===== config.mk =====
export PLATFORM = sky130hd
export DESIGN_NAME = vend_transaction_controller
export DESIGN_NICKNAME = d
export VERILOG_FILES = /design/src/rtl/vend_transaction_controller.sv
export SDC_FILE = /design/constraint.sdc
export NUM_CORES = 1
export LEC_CHECK = 0
export ABC_CLOCK_PERIOD_IN_PS = 11900
export CAP_MARGIN = 20
export CORE_UTILIZATION = 59
export CTS_CLUSTER_DIAMETER = 60
export DETAILED_ROUTE_END_ITERATION = 8
export HOLD_SLACK_MARGIN = 0.12
export PLACE_DENSITY = 0.87
export SYNTH_ARGS = -nofsm -noshare
export SYNTH_HDL_FRONTEND = slang
export SYNTH_SLANG_ARGS = --single-unit

===== constraint.sdc =====
create_clock -name clk -period 11.9 [get_ports clk]
set_clock_uncertainty 0.2 [all_clocks]
set_input_delay 1.785 -clock clk [delete_from_list [all_inputs] [get_ports clk]]
set_output_delay 1.785 -clock clk [all_outputs]
set_load 0.05 [all_outputs]

===== src/rtl/vend_transaction_controller.sv =====
// Vending transaction sequencer: collects coins into a credit register,
// validates a product selection against stock and price, hands the vend
// to the dispenser with a req/ack handshake and pays change greedily.
module vend_transaction_controller #(
  parameter logic [15:0] MAX_CREDIT     = 16'd20000,
  parameter int          TIMEOUT_CYCLES = 1000,
  parameter int          TO_W           = 10
) (
  input  logic        clk,
  input  logic        reset,
  input  logic        coin_valid,
  input  logic [1:0]  coin_type,
  input  logic        select_valid,
  input  logic [2:0]  select_id,
  input  logic        cancel,
  input  logic [15:0] prod_price,
  input  logic [4:0]  prod_stock,
  input  logic        vend_ack,
  input  logic        chg_ready,
  output logic [2:0]  prod_id,
  output logic        vend_req,
  output logic        chg_valid,
  output logic [1:0]  chg_type,
  output logic [15:0] credit,
  output logic [2:0]  state,
  output logic        coin_reject,
  output logic [1:0]  err_code,
  output logic        sold
);

  localparam logic [2:0] S_IDLE    = 3'd0;
  localparam logic [2:0] S_COLLECT = 3'd1;
  localparam logic [2:0] S_CHECK   = 3'd2;
  localparam logic [2:0] S_VEND    = 3'd3;
  localparam logic [2:0] S_CHANGE  = 3'd4;

  localparam logic [15:0] MIN_COIN = 16'd500;

  logic [2:0]      state_reg, state_next;
  logic [15:0]     credit_reg, credit_next;
  logic [2:0]      prod_id_reg, prod_id_next;
  logic [1:0]      err_reg, err_next;
  logic            vend_req_reg, vend_req_next;
  logic            coin_reject_reg, coin_reject_next;
  logic            sold_reg, sold_next;
  logic [TO_W-1:0] to_cnt_reg, to_cnt_next;

  logic [15:0] coin_val;
  logic [16:0] credit_sum;
  logic        coin_fits;
  logic [1:0]  greedy_type;
  logic        chg_active;
  logic        to_expired;

  function automatic logic [15:0] coin_value(input logic [1:0] code);
    case (code)
      2'b00:   coin_value = 16'd500;
      2'b01:   coin_value = 16'd1000;
      2'b10:   coin_value = 16'd2000;
      default: coin_value = 16'd5000;
    endcase
  endfunction

  // Shared datapath terms: coin acceptance, greedy change coin, timeout hit.
  always_comb begin
    coin_val    = coin_value(coin_type);
    credit_sum  = {1'b0, credit_reg} + {1'b0, coin_val};
    coin_fits   = (credit_sum <= {1'b0, MAX_CREDIT});
    if (credit_reg >= 16'd5000)      greedy_type = 2'b11;
    else if (credit_reg >= 16'd2000) greedy_type = 2'b10;
    else if (credit_reg >= 16'd1000) greedy_type = 2'b01;
    else                             greedy_type = 2'b00;
    chg_active  = (state_reg == S_CHANGE) && (credit_reg >= MIN_COIN);
    to_expired  = (to_cnt_reg == TO_W'(TIMEOUT_CYCLES - 1));
  end

  // Next-state and datapath update for the transaction FSM.
  always_comb begin
    state_next       = state_reg;
    credit_next      = credit_reg;
    prod_id_next     = prod_id_reg;
    err_next         = err_reg;
    vend_req_next    = vend_req_reg;
    coin_reject_next = 1'b0;
    sold_next        = 1'b0;
    to_cnt_next      = '0;
    case (state_reg)
      S_IDLE: begin
        if (coin_valid) begin
          if (coin_fits) begin
            credit_next = credit_sum[15:0];
            err_next    = 2'b00;
            state_next  = S_COLLECT;
          end else begin
            coin_reject_next = 1'b1;
          end
        end
      end
      S_COLLECT: begin
        if (cancel) begin
          // A refund request wins; any coin alongside it is bounced.
          coin_reject_next = coin_valid;
          state_next       = S_CHANGE;
        end else begin
          if (coin_valid) begin
            if (coin_fits) begin
              credit_next = credit_sum[15:0];
              err_next    = 2'b00;
            end else begin
              coin_reject_next = 1'b1;
            end
          end
          if (select_valid) begin
            prod_id_next = select_id;
            state_next   = S_CHECK;
          end else if (coin_valid && coin_fits) begin
            to_cnt_next = '0;
          end else if (to_expired) begin
            err_next   = 2'b11;
            state_next = S_CHANGE;
          end else begin
            to_cnt_next = to_cnt_reg + TO_W'(1);
          end
        end
      end
      S_CHECK: begin
        coin_reject_next = coin_valid;
        if (prod_stock == 5'd0) begin
          err_next   = 2'b01;
          state_next = S_COLLECT;
        end else if (credit_reg < prod_price) begin
          err_next   = 2'b10;
          state_next = S_COLLECT;
        end else begin
          credit_next   = credit_reg - prod_price;
          err_next      = 2'b00;
          vend_req_next = 1'b1;
          state_next    = S_VEND;
        end
      end
      S_VEND: begin
        coin_reject_next = coin_valid;
        if (vend_ack) begin
          vend_req_next = 1'b0;
          sold_next     = 1'b1;
          state_next    = (credit_reg >= MIN_COIN) ? S_CHANGE : S_IDLE;
        end
      end
      S_CHANGE: begin
        coin_reject_next = coin_valid;
        if (credit_reg >= MIN_COIN) begin
          if (chg_ready) credit_next = credit_reg - coin_value(greedy_type);
        end else begin
          // Residue below the smallest coin cannot be paid out.
          credit_next = '0;
          state_next  = S_IDLE;
        end
      end
      default: begin
        coin_reject_next = coin_valid;
        vend_req_next    = 1'b0;
        state_next       = S_IDLE;
      end
    endcase
  end

  // State registers with asynchronous reset.
  always_ff @(posedge clk or posedge reset) begin
    if (reset) begin
      state_reg       <= S_IDLE;
      credit_reg      <= '0;
      prod_id_reg     <= '0;
      err_reg         <= 2'b00;
      vend_req_reg    <= 1'b0;
      coin_reject_reg <= 1'b0;
      sold_reg        <= 1'b0;
      to_cnt_reg      <= '0;
    end else begin
      state_reg       <= state_next;
      credit_reg      <= credit_next;
      prod_id_reg     <= prod_id_next;
      err_reg         <= err_next;
      vend_req_reg    <= vend_req_next;
      coin_reject_reg <= coin_reject_next;
      sold_reg        <= sold_next;
      to_cnt_reg      <= to_cnt_next;
    end
  end

  // Change offer follows the registered credit, so chg_type tracks each payout.
  always_comb begin
    chg_valid = chg_active;
    chg_type  = chg_active ? greedy_type : 2'b00;
  end

  assign state       = state_reg;
  assign credit      = credit_reg;
  assign prod_id     = prod_id_reg;
  assign err_code    = err_reg;
  assign vend_req    = vend_req_reg;
  assign coin_reject = coin_reject_reg;
  assign sold        = sold_reg;

endmodule


==> results of run 1 <==
==> cell usage after synthesis, types with 3 or more instances <==
master and instances:
a211o_1 3, a211oi_1 8, a21o_1 9, a21oi_1 33
a221oi_1 5, a22oi_1 5, a311oi_1 5, a31oi_1 10
and2_1 8, and3_1 3, buf_2 5, clkbuf_1 15
dfrtp_1 37, fa_1 3, ha_1 33, inv_1 43
mux2_2 4, mux2i_1 3, nand2_1 38, nand2b_1 7
nand3_1 13, nand4_1 4, nand4b_1 3, nor2_1 39
nor2b_1 5, nor3_1 11, nor4_1 3, o2111ai_1 3
o211ai_1 4, o21a_1 6, o21ai_0 30, o22ai_1 5
o2bb2ai_1 3, o32ai_1 3, or2_2 6, or3_1 6
xnor2_1 18, xor2_1 13
==> worst paths after layout <==
| kind | endpoint |
|---|---|
| worst max-delay path | credit[15]$_DFFE_PP0P_ |
| worst min-delay path | to_cnt_reg[0]$_DFF_PP0_ |
| worst max register to register | credit[15]$_DFFE_PP0P_ |
| worst min register to register | to_cnt_reg[0]$_DFF_PP0_ |
| max in group asynchronous | credit[13]$_DFFE_PP0P_ |
| min in group asynchronous | to_cnt_reg[1]$_DFF_PP0_ |
==> where the power goes <==
part           internal (mW)  switching, mW  total, mW
Sequential             0.165         0.0956      0.260
Clock                 0.0524         0.0453     0.0977
Combinational          0.413          0.642       1.06
==> metal layers <==
layer | vias up | wire, µm | track usage
li1 | 1931 | - | -
met1 | 1848 | 4800 | 0.407
met2 | 148 | 5250 | 0.532
met3 | 27 | 726 | 0.0633
met4 | 0 | 277 | 0.122
met5 | - | 0 | 0
==> logic make-up after synthesis <==
family | synth area share
AOI/OAI and AO/OA | 0.289
xor gates and xnor gates | 0.0689
adders and majority gates | 0.120
and+or+nand+nor | 0.195
DFF | 0.235
buffers and inverters | 0.0654
muxes | 0.0267
==> final cells by class <==
class | count | area share
repair buffers | 63 | 0.135
clock inverters | 1 | 0.00107
well taps | 77 | 0.0206
multi-input cells | 394 | 0.590
inverters | 43 | 0.0346
clock buffers | 7 | 0.0206
flip-flops and latches | 37 | 0.198
==> worst reg2reg max path, stage by stage, from the launching register on <==
cell and delay, ns:
dfrtp_1 0.55, or4_1 0.58, a311o_1 0.36, a21oi_1 0.25, inv_1 0.11, a21oi_1 0.32
ha_1 0.30, nor2b_1 0.14, o31ai_1 0.42, a21oi_1 0.19, o22ai_1 0.36, a31o_2 0.22
a31oi_1 0.07, or3_1 0.40, mux2_2 0.26
==> results.toml, run 1 <==
[run_status]
outcome = "finished, final reports clean"

[clock_tree]
clk-insertion-delay-late_ns = 0.29
cts_tree = "done"
post_cts_buffers = 0
cts_root_buffer = "clkbuf_8"
clk_pin_slew_ns = 0.07
cts_buffers = 5
cts_resized = 0
h-tree-depth = 2
cts_hold_buf = 0
clockBufferDepth = 2
cts.sinks = 37

[worst_setup_path]
crit_path_top_delay_cell = "a211oi_1"
critPathBufInv = 3
cp-end-kind = "register"
path_depth = 13
path_cells = "clkdlybuf4s50_1 > inv_1 > nand2_1 > inv_1 > ha_1 > fa_1 > a211oi_1 > o21ai_0 > a311oi_1 > a211oi_1 > o2111ai_1 > a31o_1 > mux2_2"
worst_ep_arrival_time_ns = 6.02
path_max_fanout = 21
reg2reg_slack_ns = 7.03
crit_path_start = "coin_type[0]"
start_kind = "input pin"
timing.rr.start = "credit[3]$_DFFE_PP0P_"
slowest_delay_ns = 0.66
r2r_cells = 14
required_ns = 11.88
critical-path-top-delay-family = "compound AO/OA/AOI/OAI gates"
crit_type = "input pin to register"

[synth]
ys_types = 73
synth_edf_count = 0
syn_area_um2 = 3940
yosys-top-cells-area = "dfrtp_1, ha_1, a21oi_1"
synthCells = 496
synth.top_cell.area_share = 0.235
synth_largest_area_cell = "dfrtp_1"
ys.flop_type = "dfrtp_1"
ys_ff_latch = 37
syn-num-nets = 565
syn-mean-instance-area_um2 = 7.94
synth-async-reset-ratio = 1.00
yosysWarnings = 0
seq_area_frac_synth = 0.235

[grt]
grt_first_pass_wirelength_um = 18000
grt_start_max_net_pins = 38
grt_use_total = 0.319
grt_pass1_vias = 3794
overflow = 0
antenna_found_initial = 0

[sta]
rsz0062_at_grt = "false"
period_share = 0.507
fmax_mhz = 166
setup_tns_ns = 0
setup_viol = 0
tightest_slew_ns = 0.731
min_period_ns = 6.04
finalMaxSlewViolations = 0
hold_viol_final = 0
slew_headroom = 0.510
setup_slack_ns = 5.86
hold_ws_ns = 0.288

[final_layout]
seq_area_um2 = 926
nFillCells = 500
final_util = 0.731
layout_commonest_cell = "clkdlybuf4s50_1"
drive_above_1_share = 0.0532
nets = 613
antenna-diode-count = 0
layoutNonFillerInstCount = 622
multi_input_area_um2 = 2760
layout_common_cells = "clkdlybuf4s50_1, inv_1, nor2_1"
syn_to_final_growth_pct = 18.5
largest_reg_flops = 16
final_area_um2 = 4670

[place]
place_area_um2 = 4570
pre_cts_ws_ns = 5.65
dp_cells = 614
place_congestion = 0.914
placement.io_buffers = 62
dp_hpwl_um = 8540

[routing]
num_vias = 3954
remaining_drc_errors = 0
drt_iter0_drc = 269
wl_per_cell_um = 17.8
ant_nets = 0
routed_via_density = 6.36
wl_um = 11000
firstDrtPassIters = 4

[floorplanning]
initial_core_util = 0.617
rows = 29
core_area_um2 = 6390
dieArea_um2 = 7010
die_w_um = 83.7
fp.dieH_um = 83.7
pin_count = 63

[power]
max-vdd-ir-drop_uv = 170
finalPower_mw = 1.41
power_density_nw_per_um2 = 303
p_leak_nw = 2.01

[flow_run]
drv_cap = 0

[worst_hold_path]
holdCritStartpoint = "to_cnt_reg[0]$_DFF_PP0_"
min_path_type = "register to register"
whs_path_depth = 1
No activity file was read; power rests on OpenSTA's default activity.
==> inputs of run 2 (changes only) <==
--- a/config.mk
+++ b/config.mk
@@ -5,13 +5,13 @@
 export SDC_FILE = /design/constraint.sdc
 export NUM_CORES = 1
 export LEC_CHECK = 0
-export ABC_CLOCK_PERIOD_IN_PS = 11900
+export ABC_CLOCK_PERIOD_IN_PS = 5500
 export CAP_MARGIN = 20
-export CORE_UTILIZATION = 59
+export CORE_UTILIZATION = 50
 export CTS_CLUSTER_DIAMETER = 60
 export DETAILED_ROUTE_END_ITERATION = 8
 export HOLD_SLACK_MARGIN = 0.12
-export PLACE_DENSITY = 0.87
+export PLACE_DENSITY = 0.78
 export SYNTH_ARGS = -nofsm -noshare
 export SYNTH_HDL_FRONTEND = slang
 export SYNTH_SLANG_ARGS = --single-unit
==> constraint.sdc (replaced) <==
create_clock -name clk -period 5.5 [get_ports clk]
set_clock_uncertainty 0.2 [all_clocks]
set_input_delay 0.825 -clock clk [delete_from_list [all_inputs] [get_ports clk]]
set_output_delay 0.825 -clock clk [all_outputs]
set_load 0.05 [all_outputs]
==> run 2 against run 1 <==
Against the previous run:
- sequential share of layout area fell by 0.18 points
- total power is 120% higher
- die area rose by 18%
- critical path type is now register to register
- setup slack worse by 5.1 ns
- critical endpoint unchanged
==> results.toml, run 2 (synthesis gave the netlist of run 1 again) <==
[clock_tree]
h-tree-depth = 2
cts_root_buffer = "clkbuf_8"
cts_hold_buf = 0
clockBufferDepth = 2
cts_buffers = 5
cts_tree = "done"
cts.sinks = 37
cts_resized = 0
clk_pin_slew_ns = 0.08
post_cts_buffers = 0
clk-insertion-delay-late_ns = 0.29

[place]
placement.io_buffers = 62
dp_cells = 638
pre_cts_ws_ns = 0.543
place_congestion = 0.916
dp_hpwl_um = 8520

[grt]
grtUsageMet1 = 0.365
grt_start_max_net_pins = 38
use_met3 = 0.0379
overflow = 0
met2_usage = 0.453
grt_use_total = 0.273
grt_first_pass_wirelength_um = 18200
grt_most_used_layer = "met2"
antenna_found_initial = 0
grt_pass1_vias = 3853

[sta]
setup_viol = 0
fmax_mhz = 210
rsz0062_at_grt = "false"
min_period_ns = 4.76
period_share = 0.866
hold_ws_ns = 0.288
setup_slack_ns = 0.738
slew_headroom = 0.573
tightest_slew_ns = 0.637
finalMaxSlewViolations = 0
hold_viol_final = 0
setup_tns_ns = 0

[floorplanning]
die_w_um = 90.8
core_area_um2 = 7450
dieArea_um2 = 8240
rows = 31
pin_count = 63
fp.dieH_um = 90.8
initial_core_util = 0.529

[worst_setup_path]
required_ns = 5.48
start_kind = "register"
crit_type = "register to register"
r2r_cells = 14
cp-end-kind = "register"
worst_ep_arrival_time_ns = 4.75
path_max_fanout = 10
reg2reg_slack_ns = 0.74

[routing]
firstDrtPassIters = 5
ant_nets = 0
routed_via_density = 6.28
wl_per_cell_um = 17.4
num_vias = 4058
wl_um = 11200
drt_iter0_drc = 258
remaining_drc_errors = 0

[final_layout]
antenna-diode-count = 0
layout_common_cells = "clkdlybuf4s50_1, inv_1, nor2_1"
nets = 615
syn_to_final_growth_pct = 19.6
layoutNonFillerInstCount = 646
drive_above_1_share = 0.0567
layout_commonest_cell = "clkdlybuf4s50_1"
largest_reg_flops = 16

[worst_hold_path]
min_path_type = "register to register"
whs_path_depth = 1

[power]
max-vdd-ir-drop_uv = 310
power_frac_comb = 0.751
pwr-share-seq = 0.181
internal_power_mw = 1.38
sw_frac_of_total = 0.554
p_clk_frac = 0.068
p_leak_nw = 2.02
p_switching_mw = 1.71
power_density_nw_per_um2 = 655
finalPower_mw = 3.08

[run_status]
outcome = "finished, final reports clean"

[flow_run]
drv_cap = 0
## run 2: changes by cell type in the layout (fill, tap and decap cells not counted)
cell and change:
buf_4 +2
## run 2: cell type report
type	instances	area, µm²
multi-input cells	394	2760
fillers	688	2740
flip-flops and latches	37	926
repair buffers	65	643
inverters	43	161
well taps	99	124
clock buffers	7	96.3
clock inverters	1	5.00
## run 2: worst max-delay path: stages, from the launching register on
cell	delay, ns
dfrtp_1	0.55
or4_1	0.58
a311o_1	0.37
a21oi_1	0.24
inv_1	0.10
a21oi_1	0.30
ha_1	0.30
nor2b_1	0.14
o31ai_1	0.40
a21oi_1	0.18
o22ai_1	0.36
a31o_2	0.22
a31oi_1	0.07
or3_1	0.39
mux2_2	0.26
## run 2: final timing paths
check                                        start                      end
setup / recovery             credit[3]$_DFFE_PP0P_   credit[15]$_DFFE_PP0P_
hold / removal             to_cnt_reg[0]$_DFF_PP0_  to_cnt_reg[0]$_DFF_PP0_
setup reg to reg             credit[3]$_DFFE_PP0P_   credit[15]$_DFFE_PP0P_
hold reg to reg            to_cnt_reg[0]$_DFF_PP0_  to_cnt_reg[0]$_DFF_PP0_
min in group asynchronous                    reset  to_cnt_reg[9]$_DFF_PP0_
max in group asynchronous                    reset   prod_id[2]$_DFFE_PP0P_
## run 2: routing by layer
metal / vias up / part of all wire
li1: 1925 / -
met1: 1883 / 0.44
met2: 215 / 0.46
met3: 35 / 0.079
met4: 0 / 0.024
met5: - / 0
## run 2: power groups by stage
stage,Sequential [mW],Clock (mW),Combinational [mW]
after floorplan,0.735,0,1.49
after global placement,0.549,0,2.22
after detailed placement,0.556,0,2.26
after CTS,0.550,0.213,2.28
after global routing,0.573,0.222,2.50
final,0.559,0.210,2.31
## run 2: through the flow
step,instance area (µm²),utilization
4_1_cts,4710,0.633
5_1_grt,4710,0.633
6_report,4710,0.633
2_1_floorplan,3940,-
3_5_place_dp,4610,0.619
3_3_place_gp,4610,0.619
==> inputs of run 3 (changes only) <==
--- a/config.mk
+++ b/config.mk
@@ -5,13 +5,13 @@
 export SDC_FILE = /design/constraint.sdc
 export NUM_CORES = 1
 export LEC_CHECK = 0
-export ABC_CLOCK_PERIOD_IN_PS = 5500
+export ABC_CLOCK_PERIOD_IN_PS = 5000
 export CAP_MARGIN = 20
-export CORE_UTILIZATION = 50
+export CORE_UTILIZATION = 55
 export CTS_CLUSTER_DIAMETER = 60
 export DETAILED_ROUTE_END_ITERATION = 8
 export HOLD_SLACK_MARGIN = 0.12
-export PLACE_DENSITY = 0.78
+export PLACE_DENSITY = 0.82
 export SYNTH_ARGS = -nofsm -noshare
 export SYNTH_HDL_FRONTEND = slang
 export SYNTH_SLANG_ARGS = --single-unit
==> constraint.sdc (replaced) <==
create_clock -name clk -period 5 [get_ports clk]
set_clock_uncertainty 0.2 [all_clocks]
set_input_delay 0.75 -clock clk [delete_from_list [all_inputs] [get_ports clk]]
set_output_delay 0.75 -clock clk [all_outputs]
set_load 0.05 [all_outputs]
==> run 3 against run 2 <==
Against the previous run:
- total power grew 13%
- utilization up 6.8 points
- critical path type unchanged
- fmax rose by 5.1%
==> results.toml, run 3 (synthesis gave the netlist of run 1 again) <==
[floorplanning]
dieArea_um2 = 7500
rows = 30
die_w_um = 86.6
pin_count = 63
core_area_um2 = 6870
initial_core_util = 0.573
fp.dieH_um = 86.6

[run_status]
outcome = "finished, final reports clean"

[final_layout]
drive_above_1_share = 0.0769
layout_commonest_cell = "clkdlybuf4s50_1"
multi_input_area_um2 = 2760
syn_to_final_growth_pct = 22.1
largest_reg_flops = 16
nets = 627
nFillCells = 577
antenna-diode-count = 0
seq_area_um2 = 926
layout_common_cells = "clkdlybuf4s50_1, inv_1, nor2_1"

[routing]
firstDrtPassIters = 5
drt_iter0_drc = 352
remaining_drc_errors = 0
wl_per_cell_um = 16.6
routed_via_density = 6.15
num_vias = 4025
ant_nets = 0
wl_um = 10900

[clock_tree]
cts.sinks = 37
clk-insertion-delay-late_ns = 0.30
cts_tree = "done"
post_cts_buffers = 0
cts_hold_buf = 0
clockBufferDepth = 2
h-tree-depth = 2
cts_resized = 0
cts_buffers = 5
cts_root_buffer = "clkbuf_8"
clk_pin_slew_ns = 0.08

[grt]
antenna_found_initial = 0
grt_start_max_net_pins = 38
grt_use_total = 0.306
overflow = 0
grt_pass1_vias = 3889
grt_first_pass_wirelength_um = 18100

[worst_setup_path]
critical-path-top-delay-family = "compound AO/OA/AOI/OAI gates"
path_max_fanout = 4
crit_top_cell = "a21oi_1"
required_ns = 4.99
crit_type = "register to register"
cp-end-kind = "register"
critPathBufInv = 1
start_kind = "register"
crit_path_top_delay_cell = "or4_1"
slowest_delay_ns = 0.57
reg2reg_slack_ns = 0.47
worst_ep_arrival_time_ns = 4.52
path_cells = "or4_1 > a311o_1 > a21oi_1 > inv_1 > a21oi_1 > ha_1 > nor2b_1 > o31ai_1 > a21oi_1 > o22ai_1 > a31o_2 > a31oi_1 > or3_1 > mux2_2"

[sta]
period_share = 0.906
rsz0062_at_grt = "false"
setup_slack_ns = 0.471
min_period_ns = 4.53
tightest_slew_ns = 0.599
setup_viol = 0
finalMaxSlewViolations = 0
fmax_mhz = 221
hold_viol_final = 0
slew_headroom = 0.596
hold_ws_ns = 0.295
setup_tns_ns = 0

[power]
power_density_nw_per_um2 = 725
finalPower_mw = 3.49
max-vdd-ir-drop_uv = 349
p_leak_nw = 2.08

[worst_hold_path]
min_path_type = "register to register"

[place]
place_congestion = 0.941
pre_cts_ws_ns = 0.393
dp_hpwl_um = 8590
placement.io_buffers = 62

[flow_run]
drv_cap = 0
-- run 3: cell types whose count changed in the layout (fill, tap and decap cells not counted) --
cell        before  now
clkinvlp_4       0    1
clkinv_2         1    0
clkinv_4         0    1
buf_4            3   15
clkbuf_8         7    5
bufinv_16        0    1
-- run 3: layout make-up --
type | count | area share
Clock inverter | 3 | 0.00962
Timing Repair Buffer | 77 | 0.152
Sequential cell | 37 | 0.192
Clock buffer | 5 | 0.0143
Inverter | 43 | 0.0336
Tap cell | 96 | 0.0250
Multi-Input combinational cell | 394 | 0.573
-- run 3: per-layer routing --
layer | GRT usage | vias up | part of all wire
met3 | 0.0419 | 20 | 0.080
li1 | - | 1950 | -
met2 | 0.532 | 177 | 0.48
met4 | 0.0939 | 0 | 0.021
met5 | 0 | - | 0
met1 | 0.395 | 1878 | 0.42
-- run 3: stage by stage --
stage | utilization | std cells | area, µm²
floorplan | - | 496 | 3940
global placement | 0.684 | 647 | 4700
detailed placement | 0.684 | 647 | 4700
CTS | 0.700 | 655 | 4810
global route | 0.700 | 655 | 4810
finish | 0.700 | 655 | 4810
-- run 3: power breakdown --
group,switching (mW),total [mW],internal [mW]
sequential,0.114,0.508,0.394
clock,0.116,0.266,0.149
combinational,1.65,2.71,1.06
-- run 3: final timing paths --
path	cells after the start	startpoint	end
max reg2reg	14	credit[3]$_DFFE_PP0P_	credit[15]$_DFFE_PP0P_
max	14	credit[3]$_DFFE_PP0P_	credit[15]$_DFFE_PP0P_
min	1	to_cnt_reg[0]$_DFF_PP0_	to_cnt_reg[0]$_DFF_PP0_
min in group asynchronous	3	reset	to_cnt_reg[0]$_DFF_PP0_
min reg2reg	1	to_cnt_reg[0]$_DFF_PP0_	to_cnt_reg[0]$_DFF_PP0_
max in group asynchronous	3	reset	credit[7]$_DFFE_PP0P_
-- run 3: worst reg2reg max path: stages, from the launching register on --
cell     delay (ns)
dfrtp_1        0.38
or4_1          0.57
a311o_1        0.37
a21oi_1        0.26
inv_1          0.10
a21oi_1        0.32
ha_1           0.31
nor2b_1        0.15
o31ai_1        0.30
a21oi_1        0.17
o22ai_1        0.34
a31o_2         0.22
a31oi_1        0.07
or3_1          0.40
mux2_2         0.27
